## config.mk

```make
export PLATFORM = sky130hd
export DESIGN_NAME = mdu_unit
export DESIGN_NICKNAME = d
export VERILOG_FILES = /design/src/rtl/mdu_unit_pkg.sv /design/src/rtl/mdu_unit_shift_core.sv /design/src/rtl/mdu_unit.sv
export SDC_FILE = /design/constraint.sdc
export NUM_CORES = 1
export LEC_CHECK = 0
export CORE_MARGIN = 2
export CORE_UTILIZATION = 40
export CTS_CLUSTER_SIZE = 40
export DETAILED_ROUTE_END_ITERATION = 7
export PLACE_DENSITY = 0.58
export SETUP_SLACK_MARGIN = 0.15
export SYNTH_ARGS = -nofsm -noshare
export SYNTH_HDL_FRONTEND = slang
export SYNTH_HIERARCHICAL = 1
export SYNTH_SLANG_ARGS = --single-unit
```

## constraint.sdc

```tcl
create_clock -name clk -period 5.1 [get_ports clk]
set_input_delay 0.765 -clock clk [delete_from_list [all_inputs] [get_ports clk]]
set_output_delay 0.765 -clock clk [all_outputs]
set_load 0.005 [all_outputs]
```

## src/rtl/mdu_unit_pkg.sv

```systemverilog
// Shared processor package: multiply/divide op encodings, iteration count,
// FSM state type and small operand helpers.
package mdu_unit_pkg;

  localparam logic [2:0] OP_MULT  = 3'd0;
  localparam logic [2:0] OP_MULTU = 3'd1;
  localparam logic [2:0] OP_DIV   = 3'd2;
  localparam logic [2:0] OP_DIVU  = 3'd3;
  localparam logic [2:0] OP_MTHI  = 3'd4;
  localparam logic [2:0] OP_MTLO  = 3'd5;

  localparam int MDU_ITERATIONS = 32;
  localparam int CNT_W          = 6;

  typedef enum logic [1:0] {
    ST_IDLE,
    ST_CALC,
    ST_FIXUP
  } mdu_state_t;

  // Ops that run through the iterative datapath
  function automatic logic is_long_op(input logic [2:0] op);
    return (op == OP_MULT) || (op == OP_MULTU) || (op == OP_DIV) || (op == OP_DIVU);
  endfunction

  // Ops that interpret their operands as two's complement
  function automatic logic is_signed_op(input logic [2:0] op);
    return (op == OP_MULT) || (op == OP_DIV);
  endfunction

  // Absolute value for signed ops, pass-through for unsigned ones
  function automatic logic [31:0] magnitude(input logic [31:0] v, input logic signed_op);
    return (signed_op && v[31]) ? -v : v;
  endfunction

endpackage

```

## src/rtl/mdu_unit_shift_core.sv

```systemverilog
// Radix-2 iterative datapath on 32-bit magnitudes: shift-add multiply and
// restoring shift-subtract divide, one iteration per step pulse.
module mdu_shift_core
  import mdu_unit_pkg::*;
(
  input  logic        clk,
  input  logic        rst,
  input  logic        load,
  input  logic        step,
  input  logic        div_mode,
  input  logic [31:0] a,
  input  logic [31:0] b,
  output logic [31:0] acc_hi,
  output logic [31:0] acc_lo
);

  logic [31:0] operand_b;
  logic [32:0] mul_sum;
  logic [32:0] div_rem;
  logic [31:0] div_sub;
  logic        div_ge;

  // Next-iteration candidates for both multiply and divide
  always_comb begin
    mul_sum = {1'b0, acc_hi} + {1'b0, (acc_lo[0] ? operand_b : 32'd0)};
    div_rem = {acc_hi, acc_lo[31]};
    div_ge  = (div_rem >= {1'b0, operand_b});
    div_sub = div_rem[31:0] - operand_b;
  end

  // Accumulator pair: {product} for multiply, {remainder, quotient} for divide
  always_ff @(posedge clk or negedge rst) begin
    if (!rst) begin
      acc_hi    <= '0;
      acc_lo    <= '0;
      operand_b <= '0;
    end else if (load) begin
      acc_hi    <= '0;
      acc_lo    <= a;
      operand_b <= b;
    end else if (step) begin
      if (div_mode) begin
        acc_hi <= div_ge ? div_sub : div_rem[31:0];
        acc_lo <= {acc_lo[30:0], div_ge};
      end else begin
        acc_hi <= mul_sum[32:1];
        acc_lo <= {mul_sum[0], acc_lo[31:1]};
      end
    end
  end

endmodule

```

## src/rtl/mdu_unit.sv

```systemverilog
// Multiply/divide unit: FSM, operand sign handling and the HI/LO registers
// around the iterative shift core.
module mdu_unit
  import mdu_unit_pkg::*;
(
  input  logic        clk,
  input  logic        rst,
  input  logic        start,
  input  logic [2:0]  op,
  input  logic [31:0] rs_val,
  input  logic [31:0] rt_val,
  input  logic        cancel,
  output logic        busy,
  output logic        done,
  output logic [31:0] hi,
  output logic [31:0] lo
);

  mdu_state_t       state;
  logic [CNT_W-1:0] counter;
  logic             is_div_r;
  logic             neg_q;
  logic             neg_r;
  logic             div0_r;
  logic [31:0]      dividend_r;

  logic             idle_req;
  logic             accept_long;
  logic             accept_move;
  logic             op_signed;
  logic [31:0]      a_mag;
  logic [31:0]      b_mag;
  logic [31:0]      acc_hi;
  logic [31:0]      acc_lo;
  logic [63:0]      prod_fix;
  logic [31:0]      res_hi;
  logic [31:0]      res_lo;

  // Request decode in IDLE; a simultaneous cancel drops the start
  always_comb begin
    idle_req    = (state == ST_IDLE) && start && !cancel;
    accept_long = idle_req && is_long_op(op);
    accept_move = idle_req && ((op == OP_MTHI) || (op == OP_MTLO));
    op_signed   = is_signed_op(op);
    a_mag       = magnitude(rs_val, op_signed);
    b_mag       = magnitude(rt_val, op_signed);
  end

  mdu_shift_core u_core (
    .clk      (clk),
    .rst      (rst),
    .load     (accept_long),
    .step     (state == ST_CALC),
    .div_mode (is_div_r),
    .a        (a_mag),
    .b        (b_mag),
    .acc_hi   (acc_hi),
    .acc_lo   (acc_lo)
  );

  // Sign correction of the magnitude result; divide by zero bypasses it
  always_comb begin
    prod_fix = neg_q ? -{acc_hi, acc_lo} : {acc_hi, acc_lo};
    res_hi   = prod_fix[63:32];
    res_lo   = prod_fix[31:0];
    if (is_div_r) begin
      if (div0_r) begin
        res_hi = dividend_r;
        res_lo = 32'hFFFF_FFFF;
      end else begin
        res_hi = neg_r ? -acc_hi : acc_hi;
        res_lo = neg_q ? -acc_lo : acc_lo;
      end
    end
  end

  // Control FSM with registered busy/done and the HI/LO architectural registers
  always_ff @(posedge clk or negedge rst) begin
    if (!rst) begin
      state      <= ST_IDLE;
      counter    <= '0;
      busy       <= 1'b0;
      done       <= 1'b0;
      hi         <= '0;
      lo         <= '0;
      is_div_r   <= 1'b0;
      neg_q      <= 1'b0;
      neg_r      <= 1'b0;
      div0_r     <= 1'b0;
      dividend_r <= '0;
    end else begin
      done <= 1'b0;
      case (state)
        ST_IDLE: begin
          if (accept_long) begin
            state      <= ST_CALC;
            busy       <= 1'b1;
            counter    <= '0;
            is_div_r   <= op[1];
            neg_q      <= op_signed && (rs_val[31] ^ rt_val[31]);
            neg_r      <= op_signed && rs_val[31];
            div0_r     <= op[1] && (rt_val == 32'd0);
            dividend_r <= rs_val;
          end else if (accept_move) begin
            if (op == OP_MTHI) hi <= rs_val;
            else               lo <= rs_val;
          end
        end
        ST_CALC: begin
          if (cancel) begin
            state <= ST_IDLE;
            busy  <= 1'b0;
          end else begin
            counter <= counter + 1'b1;
            if (counter == CNT_W'(MDU_ITERATIONS - 1)) state <= ST_FIXUP;
          end
        end
        ST_FIXUP: begin
          state <= ST_IDLE;
          busy  <= 1'b0;
          if (!cancel) begin
            hi   <= res_hi;
            lo   <= res_lo;
            done <= 1'b1;
          end
        end
        default: begin
          state <= ST_IDLE;
          busy  <= 1'b0;
        end
      endcase
    end
  end

endmodule

```

# Word-level counts from Yosys, hierarchy flattened
# Index checks and enable logic that the tools add are counted.
# op_classes
n_eq_ne,17
reduce_logical,26
n_lt_le_gt_ge,1
n_addsub,8
bitwise_logic,1
n_mux,39
# op_table
op,count
$mux 32,24
$neg 32->32,4
$pmux 32 s2,2
$mux 64,1
$neg 64->64,1
$add 32x32->33,1
$ge 33x32->1,1
$logic_not 32->1,1
$sub 32x32->32,1
$ne 2x2->1 const B,7
$mux 6,2
$pmux 6 s2,1
$reduce_and 5->1,2
$logic_and 1x1->1,8
$add 6x1->6 const B,1
$eq 3x2->1 const B,2
$eq 3x3->1 const B,2
$eq 6x5->1 const B,1
$mux 2,3
$reduce_and 2->1,3
$reduce_bool 2->1,3
$logic_or 1x1->1,5
$mux 1,4
$pmux 2 s2,1
11 further kinds,11
# totals
output_inout_bits,66
in_bits,71
ff_bits,206

# Longest topological paths before layout
# Gate-level depths: netlist of the first run.
# logic_depth
depth_word,7
depth_mapped,14
ltp_nobuf,13

# By module
# Netlist of the first run, hierarchy kept.
# by_module_without_submodules
module,instances,area_each_um2,seq_area_each_um2,cells_per_inst
mdu_unit,1,8779.7,2752.6,1152
mdu_shift_core,1,8479.4,2402.3,1077

# Worst setup path after synthesis of the first run
# Ideal clock, no wire load.
# synth_timing
path_kind,register to register
startpoint,register u_core.acc_lo[0]
endpoint,register u_core.acc_hi[27]
arrival_time_ns,2.975
path_buffers,2
slack_ns,2.031
period_less_slack_ns,3.069
stages_incl_launch_ff,14
cell_sequence,dfrtp_1 -> clkbuf_1 -> and2_1 -> ha_1 -> clkbuf_1 -> a211oi_1 -> nor3_1 -> or4_1 -> a41o_1 -> a211o_1 -> nand2_1 -> mux2i_1 -> o221ai_1 -> a211oi_1
# synth_via
elab_chain_cells,5
# synth_rtl
element,line_no,source
start: declaration,mdu_unit_shift_core.sv:14,output logic [31:0] acc_lo
start signal: assignment,mdu_unit_shift_core.sv:44,"acc_lo <= {acc_lo[30:0], div_ge};"
start signal: assignment,mdu_unit_shift_core.sv:47,"acc_lo <= {mul_sum[0], acc_lo[31:1]};"
$mux 32,mdu_unit_shift_core.sv:25,"mul_sum = {1'b0, acc_hi} + {1'b0, (acc_lo[0] ? operand_b : 32'd0)};"
$add 32x32->33,mdu_unit_shift_core.sv:25,
$mux 32,mdu_unit_shift_core.sv:42,if (div_mode) begin
$mux 32,mdu_unit_shift_core.sv:41,end else if (step) begin
$mux 32,mdu_unit_shift_core.sv:37,end else if (load) begin
end signal: assignment,mdu_unit_shift_core.sv:43,acc_hi <= div_ge ? div_sub : div_rem[31:0];
end signal: assignment,mdu_unit_shift_core.sv:46,acc_hi <= mul_sum[32:1];
end: declaration,mdu_unit_shift_core.sv:13,"output logic [31:0] acc_hi,"
# No other way between the ends. The select of a mux whose other input is x is not followed.
# A chain may end at the register's enable or synchronous reset.

# Worst setup path in the final report of the first run
# Same ends and word-level chain as after synthesis.

==> metrics.txt, run 1 <==
final setup fails=0; hold-fix buffers at CTS=0; DIE HEIGHT=212 microns; Layout Cells excl Fill=2855; switching share of total power=46.3%; I/O pins=137; min Tclk post-route=3.90 ns; setup bufs post-CTS=0; largest family of logic cells by synthesized area=compound AO/OA/AOI/OAI gates; initial core utilization=40.3%; first-pass GRT wire length=95500 microns; pre-CTS WS=1.19 ns; WP data required=5.55 ns; Die Footprint=44800 sq um; count of flip-flops with a built-in enable after synthesis=0; #FFs+latches synth=206; Mapped Avg Cell Area=7.74 sq um; Iter 0 DRT Violations=1330; number of global-route vias before repair=16.5k; Num Clock Sinks=206; max cap viols=0; clk_skew=0.0162 ns; port bufs=136; Nets=2432; Pre-antenna DRT Iters=5; xor/xnor cell area share of the yosys netlist=8.83%; Clock Tree Root=clkbuf_16; Die Width=212 microns; sequential share of the synthesized area=29.9%; crit-path max FO=33; Synth Flop Type=dfrtp_1; number of core rows=76; hold crit path type=in2async; Final GP Congestion=0.967; Net Count, Synth=2371; power share of the combinational group=52.8%; CTS tree=yes; relative slew slack=34.3%; TNS Setup=0 ns; max-slew violations=0; Synth top area share=29.9%; sw power=4.84 mW; grt ovf=0; Netlist cell types=99; cts repair resizes=0; clk buf depth=3; Post-Synth Simple-Gate Area=23.1%; Crit. End Element=flop; Ant. Diodes=0; Crit Path Category=reg2reg; Design Power=10.5 mW; Syn-to-layout area delta=15.9%; Max Freq=256 MHz; CP Data Arrival Time=4.35 ns; RSZ-0062 raised after global routing=false; DR WL/cell=21.5 microns; Int Pwr=5.61 mW; Final Hold Viols=0; H-tree depth=1; vias per std cell=5.95; clock network fraction of design power=19.2%; placed cells=2807; gr usage total=27.1%; final wirelength=61300 microns; pin count of the biggest net entering global routing=97; Synth Instances=2229; Post-synth ARST share=100%; DRT antenna net count=0; Seq pwr share=28.1%; worst-margin pin slew=0.982 ns; Power Density=523 nW/um^2; crit share post-route=76.5%; total CTS buffers=27; DRC=0; CP startpoint kind=flop; mux cell area share after synthesis=2.28%; leakage=8.25 nW; outcome=completed; Placed Area=19100 sq um; Detail Placement HPWL=45500 microns; Yosys warnings=6; Clk pin slew, worst setup/hold paths=0.06 ns; initial antenna violation count=0; via count=17.0k; Peak VDD IR=0.000261 V; fin area=20000 sq um; Post-Synth Adder-Cell Area=5.23%; Worst Slack Setup Final=1.20 ns; compound-cell area share of the yosys netlist=26.1%; core area=42800 sq um; worst-skew pair later-pin latency=0.56 ns; synthesized area=17300 sq um; post-synth top area cell=dfrtp_1; layout cell share with drive strength beyond 1=5.54%; Synth area leaders=dfrtp_1 30%, nand2_1 8.0%, o21ai_0 7.1%
-- synth_stat cells (30+ instances only) --
library cell,instances
o22ai_1,31
inv_1,64
xnor2_1,90
a21o_1,37
a21oi_1,134
clkbuf_1,115
o21ai_0,244
xor2_1,84
nor2_1,150
nor3_1,34
nand2_1,369
and2_1,39
or3_1,30
ha_1,69
mux2i_1,37
dfrtp_1,206
nand3_1,53
-- logic make-up (layout without fill, tap and decap cells) --
family                   after synthesis  in the layout
AND/OR/NAND/NOR                      830            830
AO/OA/AOI/OAI                        706            706
flip-flops                           206            206
buffers and inverters                203            283
XOR/XNOR                             174            174
adder cells (fa/ha/maj)               71             71
multiplexers                          39             39
-- layout make-up --
cell class | instances | area (sq um)
Inverter | 66 | 250
Tap cell | 546 | 683
Clock buffer | 38 | 797
Fill cell | 4280 | 22800
Sequential cell | 206 | 5160
Multi-Input combinational cell | 1820 | 11300
Clock inverter | 10 | 138
Timing Repair Buffer | 169 | 1630
-- flip-flops by register name, summed over array words and instances (netlist names) --
signal and flops:
u_core/acc_hi 32, is_div_r 1, done 1, neg_r 1, lo 32, state 2
u_core/operand_b 32, neg_q 1, hi 32, dividend_r 32, u_core/acc_lo 32, busy 1
div0_r 1, counter 6
-- per-layer routing --
metal | vias to the layer above | track usage [%] | part of all wire, %
li1 | 8173 | - | -
met1 | 8123 | 36.2 | 44
met2 | 599 | 46.1 | 47
met3 | 105 | 2.97 | 6.1
met4 | 0 | 8.11 | 2.7
met5 | - | 0 | 0
-- power by group through the flow --
stage / registers (mW) / clock network, mW / logic (mW)
final: 2.93 / 2.01 / 5.52
after CTS: 2.91 / 2.04 / 5.43
after global placement: 2.93 / 0 / 5.40
after global routing: 3.01 / 2.12 / 6.06
after floorplan: 2.56 / 0 / 3.92
after detailed placement: 2.94 / 0 / 5.40
-- worst max-delay path: stages, from the launching register on --
cell and delay (ns):
dfrtp_1 0.91, and2_1 0.23, ha_1 0.18, inv_1 0.06, fa_1 0.37, nand2b_1 0.19, a21oi_1 0.26, o211ai_1 0.23
a21oi_1 0.48, a211o_1 0.22, nand2_1 0.10, mux2i_1 0.16, o221ai_1 0.13, a211oi_1 0.26
-- final timing paths --
path                                  start                   end  slack, ns  cells after the start
max in group asynchronous               rst  u_core/operand_b[19]       3.76                      2
hold reg to reg                      lo[16]                lo[16]       0.47                      2
setup / recovery           u_core/acc_lo[0]     u_core/acc_hi[27]       1.20                     13
hold / removal                          rst                lo[27]       0.30                      1
min in group clk                     lo[16]                lo[16]       0.47                      2
setup reg to reg           u_core/acc_lo[0]     u_core/acc_hi[27]       1.20                     13
-- per-stage QoR --
stage / hold slack [ns] / utilization [%]
final: 0.303 / 46.7
after global routing: 0.367 / 46.7
after CTS: 0.332 / 46.7
after detailed placement: 0.467 / 44.6
after global placement: 0.459 / 44.6
after floorplan: 0.440 / -
-- cells in the final DEF (no fill, tap or decap), types with 37 or more instances in the layout --
master,netlist,final
nor2_1,150,150
ha_1,69,69
inv_1,64,64
mux2i_1,37,37
a21oi_1,134,134
nand2_1,369,369
clkdlybuf4s50_1,0,135
xnor2_1,90,90
nand3_1,53,53
dfrtp_1,206,204
and2_1,39,39
a21o_1,37,37
o21ai_0,244,242
xor2_1,84,84
Power figures use the tool's default switching activity.
==> run 2, diff against run 1 <==
- clock period: 5.1 -> 3.6 ns (I/O delays scaled with it)
==> metrics.txt, run 2 (synthesized netlist as in run 1, its figures left out) <==
cell breakdown of the critical path=buf_12 > and2_1 > ha_1 > a21o_1 > a211o_1 > o211ai_1 > a21oi_1 > buf_4 > a211o_1 > nand2_1 > mux2i_1 > o221ai_1 > a211oi_2; Detail Placement HPWL=47600 microns; clk_skew=0.0175 ns; DR WL/cell=21.6 microns; fin util=48.6%; TNS Setup=0 ns; total CTS buffers=27; Crit Path Category=reg2reg; pin count of the biggest net entering global routing=97; Worst Slack Setup Final=0.223 ns; vias per std cell=5.94; Iter 0 DRT Violations=1492; I/O pins=137; CTS tree=yes; fillcell total=4241; Pre-antenna DRT Iters=7; CP Depth=13; number of global-route vias before repair=16.8k; cell family contributing the most delay on the critical path=compound AO/OA/AOI/OAI gates; outcome=completed; Peak VDD IR=0.000394 V; CP Data Arrival Time=3.84 ns; hold-fix buffers at CTS=0; Die Footprint=44800 sq um; r2r startpoint=u_core/acc_lo[0]; H-tree depth=1; Num Clock Sinks=206; port bufs=136; Worst setup startpoint=u_core/acc_lo[0]; Die Width=212 microns; final wirelength=63800 microns; grt ovf=0; initial antenna violation count=0; Layout Cells excl Fill=2951; RSZ-0062 raised after global routing=false; layout cell share with drive strength beyond 1=9.65%; max-slew violations=0; most common cell after layout, fill and taps aside=nand2_1; worst-skew pair later-pin latency=0.56 ns; Reg area=5160 sq um; Clk pin slew, worst setup/hold paths=0.06 ns; crit share post-route=93.8%; clk buf depth=3; Final GP Congestion=0.959; buffers and inverters on the worst path=2; Nets=2529; max cap viols=0; pre-CTS WS=0.170 ns; core area=42800 sq um; reg2reg setup slack=0.22 ns; hold crit path type=in2async; WP data required=4.06 ns; crit-path max FO=30; Clock Tree Root=clkbuf_16; Worst Setup EP=u_core/acc_hi[27]; first-pass GRT wire length=98100 microns; Crit-path slowest cell=dfrtp_1; leakage=8.74 nW; initial core utilization=40.3%; worst-margin pin slew=1.12 ns; Ant. Diodes=0; gr usage total=28.0%; cts repair resizes=0; Multi-input gate area=11400 sq um; Worst path most repeated cell=a211o_1; Syn-to-layout area delta=20.5%; DRC=0; Worst R2R End=u_core/acc_hi[27]; relative slew slack=25.1%; Crit. End Element=flop; via count=17.5k; number of core rows=76; setup bufs post-CTS=0; CP startpoint kind=flop; Design Power=15.5 mW; Max Freq=296 MHz; DIE HEIGHT=212 microns; Power Density=747 nW/um^2; final setup fails=0; highest-count cells in the layout ignoring fill and taps=369 x nand2_1, 241 x o21ai_0, 204 x dfrtp_1; min Tclk post-route=3.38 ns; R2R cell count=13; DRT antenna net count=0; Final Hold Viols=0; placed cells=2904; Max stage delay on crit path=0.41 ns
## run 2: cell count changes in the layout (fill, tap and decap cells not counted), moves of 2 or more
cell / before / now
buf_4: 32 / 124
buf_12: 1 / 6
a21oi_1: 134 / 131
a21oi_2: 1 / 4
clkbuf_1: 3 / 6
a211oi_1: 20 / 18
a211oi_2: 0 / 2
clkinvlp_4: 2 / 0
## run 2: layout make-up
class | count | area share (%)
multi-input cells | 1820 | 54.8
flip-flops and latches | 206 | 24.8
repair buffers | 266 | 11.6
clock buffers | 40 | 3.82
well taps | 546 | 3.29
inverters | 66 | 1.20
clock inverters | 7 | 0.427
## run 2: worst min-delay path by stage
stage                           endpoint           start  cells past startpoint
after global routing              lo[25]             rst                      1
after CTS                         lo[25]             rst                      1
after floorplan                     busy             rst                      0
after global placement    dividend_r[20]  dividend_r[20]                      2
final                             lo[22]             rst                      1
after detailed placement  dividend_r[31]  dividend_r[31]                      2
## run 2: routing by layer
layer	wire (microns)	up-vias	global-route usage, %
met4	1870	0	8.45
li1	-	8367	-
met3	3710	126	2.24
met1	28500	8381	38.5
met5	0	-	0
met2	29700	652	46.9
## run 2: where the power goes
group	switching (mW)	leakage (nW)	internal [mW]
clock network	1.11	0.438	1.65
logic	5.29	5.77	3.83
registers	0.710	2.54	2.95
## run 2: stage by stage
stage | instance area, sq um | hold slack, ns
floorplan | 17300 | 0.244
global placement | 19900 | 0.457
detailed placement | 19900 | 0.463
CTS | 20700 | 0.138
global route | 20800 | 0.155
finish | 20800 | 0.0966
==> run 3, diff against run 2 <==
- CORE_UTILIZATION: 40 -> 55
- PLACE_DENSITY: 0.58 -> 0.76
==> metrics.txt, run 3 (synthesized netlist as in run 1, its figures left out) <==
outcome=complete, but fails checks; failing checks=DRC; DRT antenna net count=0; port bufs=136; Clock Tree Root=clkbuf_16; Ant. Diodes=0; Max Freq=303 MHz; hold crit path type=in2async; DR WL/cell=23.2 microns; leakage=8.84 nW; Multi-input gate area=11400 sq um; Num Clock Sinks=206; Clk pin slew, worst setup/hold paths=0.06 ns; Final Hold Viols=0; Pre-antenna DRT Iters=8; most common cell after layout, fill and taps aside=nand2_1; initial antenna violation count=0; worst-skew pair later-pin latency=0.56 ns; Final GP Congestion=1.02; layout cell share with drive strength beyond 1=10.4%; final setup fails=0; Die Width=181 microns; number of global-route vias before repair=18.0k; final wirelength=65400 microns; crit share post-route=91.7%; Layout Cells excl Fill=2818; grt ovf=0; core area=30700 sq um; pin count of the biggest net entering global routing=121; Peak VDD IR=0.000435 V; Design Power=15.7 mW; DIE HEIGHT=181 microns; Nets=2545; CP Data Arrival Time=3.76 ns; fillcell total=2590; number of core rows=64; Reg area=5160 sq um; H-tree depth=1; WP data required=4.06 ns; CP startpoint kind=flop; max-slew violations=0; Syn-to-layout area delta=20.2%; Detail Placement HPWL=48300 microns; crit-path max FO=8; RSZ-0062 raised after global routing=true; placed cells=2769; via count=18.5k; Crit Path Category=reg2reg; initial core utilization=56.1%; clk buf depth=3; Iter 0 DRT Violations=1996; worst-margin pin slew=1.14 ns; CTS tree=yes; I/O pins=137; Power Density=755 nW/um^2; vias per std cell=6.55; gr usage total=39.4%; TNS Setup=0 ns; max cap viols=0; first-pass GRT wire length=102000 microns; Die Footprint=32800 sq um; clk_skew=0.0202 ns; highest-count cells in the layout ignoring fill and taps=369 x nand2_1, 241 x o21ai_0, 203 x dfrtp_1; min Tclk post-route=3.30 ns; relative slew slack=23.9%; Crit. End Element=flop; DRC=1; total CTS buffers=26
==> run 3: power by group <==
group          switching (mW)  total (mW)  internal, mW
combinational            5.41        9.22          3.81
sequential              0.685        3.63          2.95
clock                    1.09        2.81          1.72
total                    7.19        15.7          8.48
==> run 3: layer usage <==
layer  share of wire [%]  track usage (%)
met5                   0                0
met4                 6.7             23.4
met3                 9.0             6.17
met2                  45             64.0
met1                  39             49.6
==> run 3: worst paths after layout <==
check	start	endpoint	slack, ns	depth (start not counted)
worst max-delay path	u_core/acc_lo[0]	u_core/acc_hi[21]	0.30	12
worst min-delay path	rst	u_core/acc_lo[11]	0.03	1
worst max register to register	u_core/acc_lo[0]	u_core/acc_hi[21]	0.30	12
worst min register to register	dividend_r[22]	dividend_r[22]	0.47	2
max in group asynchronous	rst	hi[23]	2.74	2
min in group clk	dividend_r[22]	dividend_r[22]	0.47	2
==> run 3: layout make-up <==
class                           count  share of cell area (%)
Multi-Input combinational cell   1820                    54.9
Clock inverter                     11                   0.664
Tap cell                          396                    2.39
Timing Repair Buffer              283                    12.2
Sequential cell                   206                    24.9
Clock buffer                       36                    3.76
Inverter                           66                    1.21
==> run 3: what timing repair did <==
action                     4_1_cts  5_1_grt
hold buffers                     0        0
setup endpoints to repair        2        9
gates cloned                     0        0
resized for setup                1        9
pin swaps                        0        1
buffers inserted                 0        2
==> run 3: metrics by stage <==
stage	worst slack [ns]	hold slack [ns]	area (sq um)	utilization [%]
3_5_place_dp	0.0892	0.457	19800	64.3
2_1_floorplan	0.531	0.244	17300	-
6_report	0.299	0.0296	20700	67.4
5_1_grt	0.118	0.0995	20700	67.4
4_1_cts	0.244	0.0796	20700	67.3
3_3_place_gp	0.134	0.453	19800	64.3
==> run 3: critical path: stages (launching register included) <==
cell and delay [ns]:
dfrtp_2 0.48, clkbuf_4 0.21, and2_1 0.20, ha_1 0.23, a21o_1 0.20, a211o_1 0.29, o211ai_1 0.29, a31oi_1 0.17
o2111a_1 0.32, o21ai_0 0.24, xnor2_1 0.17, o221ai_1 0.16, a211oi_1 0.25
